==> config.mk <==
export PLATFORM = sky130hd
export DESIGN_NAME = pipe_result_fifo
export DESIGN_NICKNAME = d
export VERILOG_FILES = /design/src/rtl/pipe_pkg.sv /design/src/rtl/sync_fifo_sa.sv /design/src/rtl/pipe_result_fifo.sv
export SDC_FILE = /design/constraint.sdc
export NUM_CORES = 1
export LEC_CHECK = 0
export BUFFER_PORTS_ARGS = -buffer_cell sky130_fd_sc_hd__buf_2
export CELL_PAD_IN_SITES_DETAIL_PLACEMENT = 1
export CELL_PAD_IN_SITES_GLOBAL_PLACEMENT = 1
export CORE_MARGIN = 10
export CORE_UTILIZATION = 50
export DETAILED_ROUTE_END_ITERATION = 10
export GPL_TIMING_DRIVEN = 1
export PLACE_DENSITY_LB_ADDON = 0.1
export SLEW_MARGIN = 20
export SYNTH_ARGS = -nofsm -noshare
export SYNTH_HDL_FRONTEND = slang
export SYNTH_HIERARCHICAL = 1
export SYNTH_SLANG_ARGS = --single-unit
==> constraint.sdc <==
create_clock -name clk -period 4.2 [get_ports clk]
set_input_delay 0.63 -clock clk [delete_from_list [all_inputs] [get_ports clk]]
set_output_delay 0.63 -clock clk [all_outputs]
set_load 0.01 [all_outputs]
==> src/rtl/pipe_pkg.sv <==
// pipe_pkg: constants shared by the arithmetic pipeline and its result capture stage
package pipe_pkg;
    localparam int DATA_W   = 10;
    localparam int PIPE_LAT = 2;
    function automatic int clog2_safe(input int n);
        return (n <= 1) ? 1 : $clog2(n);
    endfunction
endpackage

==> src/rtl/sync_fifo_sa.sv <==
// sync_fifo_sa: show-ahead FIFO; dout is the head entry, or the last popped word when empty
module sync_fifo_sa
    import pipe_pkg::*;
#(
    parameter int W     = DATA_W,
    parameter int DEPTH = 8
) (
    input  logic                          clk,
    input  logic                          rst_n,
    input  logic                          push,
    input  logic                          pop,
    input  logic [W-1:0]                  din,
    output logic [W-1:0]                  dout,
    output logic [clog2_safe(DEPTH):0]    count,
    output logic                          full,
    output logic                          empty
);
    localparam int AW = clog2_safe(DEPTH);
    logic [W-1:0]  mem [DEPTH];
    logic [W-1:0]  last_q;
    logic [AW-1:0] rd_ptr, wr_ptr;
    logic          wr_en, rd_en;
    assign empty = count == '0;
    assign full  = count == (AW + 1)'(DEPTH);
    assign rd_en = pop && !empty;
    assign wr_en = push && (!full || rd_en);
    assign dout  = empty ? last_q : mem[rd_ptr];
    // storage: a full FIFO still accepts a write when the head leaves on the same edge
    always_ff @(posedge clk)
        if (wr_en) mem[wr_ptr] <= din;
    // pointers wrap naturally at DEPTH; occupancy kept separately to tell full from empty
    always_ff @(posedge clk or negedge rst_n)
        if (!rst_n) begin
            rd_ptr <= '0;
            wr_ptr <= '0;
            count  <= '0;
            last_q <= '0;
        end else begin
            if (wr_en) wr_ptr <= wr_ptr + 1'b1;
            if (rd_en) begin
                rd_ptr <= rd_ptr + 1'b1;
                last_q <= mem[rd_ptr];
            end
            count <= (wr_en && !rd_en) ? count + 1'b1 : (rd_en && !wr_en) ? count - 1'b1 : count;
        end
endmodule

==> src/rtl/pipe_result_fifo.sv <==
// pipe_result_fifo: tracks live pipeline slots, captures F into a FIFO and issues upstream credit
module pipe_result_fifo
    import pipe_pkg::*;
#(
    parameter int N     = DATA_W,
    parameter int LAT   = PIPE_LAT,
    parameter int DEPTH = 8
) (
    input  logic                       clk,
    input  logic                       rst_n,
    input  logic                       issue,
    input  logic [N-1:0]               f_in,
    output logic                       out_valid,
    input  logic                       out_ready,
    output logic [N-1:0]               out_data,
    output logic                       can_issue,
    output logic [$clog2(DEPTH):0]     count,
    output logic                       overflow
);
    localparam int CW = $clog2(DEPTH) + 2;
    logic [LAT-1:0] vld;
    logic [CW-1:0]  inflight;
    logic           push, pop, full, empty;
    assign push      = vld[LAT-1];
    assign out_valid = !empty;
    assign pop       = out_valid && out_ready;
    assign inflight  = CW'($countones(vld));
    assign can_issue = (CW'(count) + inflight) < CW'(DEPTH);
    // valid delay line: an issue shifts in and reaches the top bit when its F is ready
    always_ff @(posedge clk or negedge rst_n)
        if (!rst_n) vld <= '0;
        else        vld <= LAT'({vld, issue});
    // sticky error: issuing without credit, or a result arriving with nowhere to go
    always_ff @(posedge clk or negedge rst_n)
        if (!rst_n) overflow <= 1'b0;
        else if ((issue && !can_issue) || (push && full && !pop)) overflow <= 1'b1;
    sync_fifo_sa #(.W(N), .DEPTH(DEPTH)) u_fifo (
        .clk   (clk),
        .rst_n (rst_n),
        .push  (push),
        .pop   (pop),
        .din   (f_in),
        .dout  (out_data),
        .count (count),
        .full  (full),
        .empty (empty)
    );
endmodule

==> flow_summary.ini <==
[run_status]
status = finished, final reports clean

[timing]
worstMarginPinSlew_ns = 0.965
period_share_pct = 77.2
hold_viol = 0
layout_min_cycle_time_ns = 3.24
clock.fmax_ghz = 0.308
fin_skew_ns = 0.0117
max_slew_margin_pct = 35.7
rsz0062_at_grt = false
fin_tns_setup_ns = 0
finalSetupViolCount = 0
drv_slew = 0

[cts]
cts_tree = yes
cts.path.max_buffers = 2
h-tree-depth = 3
ctsHoldBuffers = 0
root_buffer = clkbuf_8
post_cts_buffers = 0
clock-sinks = 103
numCtsBuffers = 9
clkTransAtPathRegs_ns = 0.10
post_cts_resized = 0
insertion_delay_ns = 0.37

[critical_path]
path_buf_inv = 3
r2r_cells = 11
worstPathArrival_ns = 3.48
worstPathRequired_ns = 4.44
r2r_end = u_fifo/count[3]
slowest_stage = dfrtp_1
cp-end-kind = register
worstSetupPathType = register to register
cp_max_fo = 23
slowest_delay_ns = 0.51
cp_top_family = compound AO/OA/AOI/OAI gates
cp_cell_sequence = nor4_4, buf_4, nor2b_1, o21ai_4, inv_4, ha_1, inv_1, ha_1, a21o_1, a2111oi_0, o31ai_1
crit_top_cell = ha_1
r2r_slack_ns = 0.96
cp.depth = 11
r2r_start = u_fifo/count[1]
setup.worst_path.start_class = register

[synth]
yosysTopAreaCellShare_pct = 56.0
syn-num-nets = 302
synth_xor_area_share_pct = 1.22
synthCells = 281
ys.flop_type = edfxtp_1
async_reset_ff_share_pct = 22.3
synth_warnings = 6
yosys.area.top_type = edfxtp_1
syn_area_mm2 = 0.00429
ys_seq_area_share_pct = 69.4
synth_top_family_by_area = multiplexers
synth_adder_area_share_pct = 2.22
synth_compound_area_share_pct = 8.22
syn_avg_cell_area_um2 = 15.3
synth_mux_area_share_pct = 10.7
synth-simple-area-share_pct = 5.71
synth.most_common_cell = edfxtp_1
synthTopCellsByArea = edfxtp_1, dfrtp_1, mux2i_1, mux2_1, nand2_1
synth.distinct_cells = 36
ys_ff_latch = 103
synth_edf_count = 80
netlist_top_cells_count = edfxtp_1, nand2_1, dfrtp_1

[cells_and_area]
syn2layout_area_growth_pct = 11.6
design.final.nets = 341
num_antenna_cells = 0
fin_area_mm2 = 0.00479
utilization_pct = 57.7
drive_gt1_share_pct = 23.1

[grt]
grt_max_degree = 38
grt_pass1_wl_um = 14600
grt_overflow = 0
grt_pass1_vias = 2636
antenna_found_initial = 0
grt.total_usage_pct = 14.7

[route]
ant_nets = 0
post_drt_via_cell_ratio = 5.66
drtIter0Drc = 89
routedWlPerCell_um = 20.9
routed_wl_um = 8980
route.detailed.drc = 0
vias = 2433
dr.pass1.iters = 4

[job]
max-cap-violations = 0

[pwr]
cellPowerDensity_mw_per_mm2 = 714
leakagePower_nw = 1.77
peakVddDrop_v = 0.000282

[worst_hold_path]
hold_class = primary input to asynchronous set/reset pin

[die]
die_w_um = 113
num_io_pins = 31
design.core.area_mm2 = 0.00830
start_util_pct = 51.7
rows = 33
fp.dieH_um = 113
dieArea_mm2 = 0.0127

[place]
place_congestion = 0.737
io_buffers = 30
placed_area_mm2 = 0.00460
hpwlAfterDp_um = 5890
per-layer routing:
layer / routed length (um) / track usage (%) / up-vias / part of all wire [%]
met5: 0 / 0 / - / 0
li1: - / - / 1139 / -
met1: 4040 / 18.9 / 1233 / 45
met3: 391 / 3.35 / 9 / 4.4
met4: 84 / 4.74 / 0 / 0.94
met2: 4470 / 23.9 / 52 / 50
cell families (layout without fill, tap and decap cells):
| kind of cell | Yosys count | in the layout |
|---|---|---|
| XOR/XNOR | 6 | 6 |
| multiplexers | 43 | 43 |
| AND/OR/NAND/NOR | 52 | 52 |
| buffers and inverters | 20 | 64 |
| adder cells (fa/ha/maj) | 7 | 7 |
| AO/OA/AOI/OAI | 50 | 50 |
| flip-flops | 103 | 103 |
worst max-delay path by stage:
stage,endpoint,from
6_report,u_fifo/count[3],u_fifo/count[1]
4_1_cts,u_fifo/count[3],u_fifo/count[1]
2_1_floorplan,u_fifo/count[3],u_fifo/count[1]
3_5_place_dp,u_fifo/count[3],u_fifo/count[1]
5_1_grt,u_fifo/count[3],u_fifo/count[1]
3_3_place_gp,u_fifo/count[3],u_fifo/count[0]
sequential cells by signal (all words and copies together), names as in the netlist:
signal and count:
vld 2, u_fifo/mem 80, u_fifo/last_q 10, overflow 1, u_fifo/rd_ptr 3, u_fifo/wr_ptr 3, u_fifo/count 4
power breakdown:
group          internal, W  switching, W  leakage (nW)  total [W]
sequential         0.00132      0.000234         0.995    0.00155
clock             0.000233      0.000366        0.0965   0.000599
combinational     0.000563      0.000703         0.676    0.00127
cell usage in the layout (no fill, tap or decap), types with 2 or more instances in the layout:
master,count
buf_2,30
nor2b_1,2
o21ai_1,20
dfrtp_1,22
mux2_1,13
mux2_2,9
nor2_1,5
a21o_1,2
xnor2_1,5
inv_1,6
nand2_2,2
nor3_1,7
a221o_1,10
inv_6,3
mux2i_1,21
o22ai_1,10
nand2_1,29
nand2b_1,4
nor4_4,2
edfxtp_1,80
o21ai_0,2
buf_4,11
ha_1,6
clkbuf_8,9
stage by stage:
step           instances  setup slack (ns)  hold WS (ns)  power, W
2_1_floorplan        281              1.06         0.334   0.00238
3_5_place_dp         414             0.990         0.390   0.00286
6_report             430             0.957         0.227   0.00342
5_1_grt              430             0.586         0.254   0.00366
4_1_cts              430             0.949         0.231   0.00347
3_3_place_gp         414              1.16         0.387   0.00280
area by class of cell:
class,instances,area (um^2)
clock buffers,10,128
well taps,105,131
multi-input cells,158,1230
fillers,791,3510
repair buffers,41,233
inverters,7,28.8
clock inverters,6,62.6
flip-flops and latches,103,2980
(Power assumes the default switching activity.)
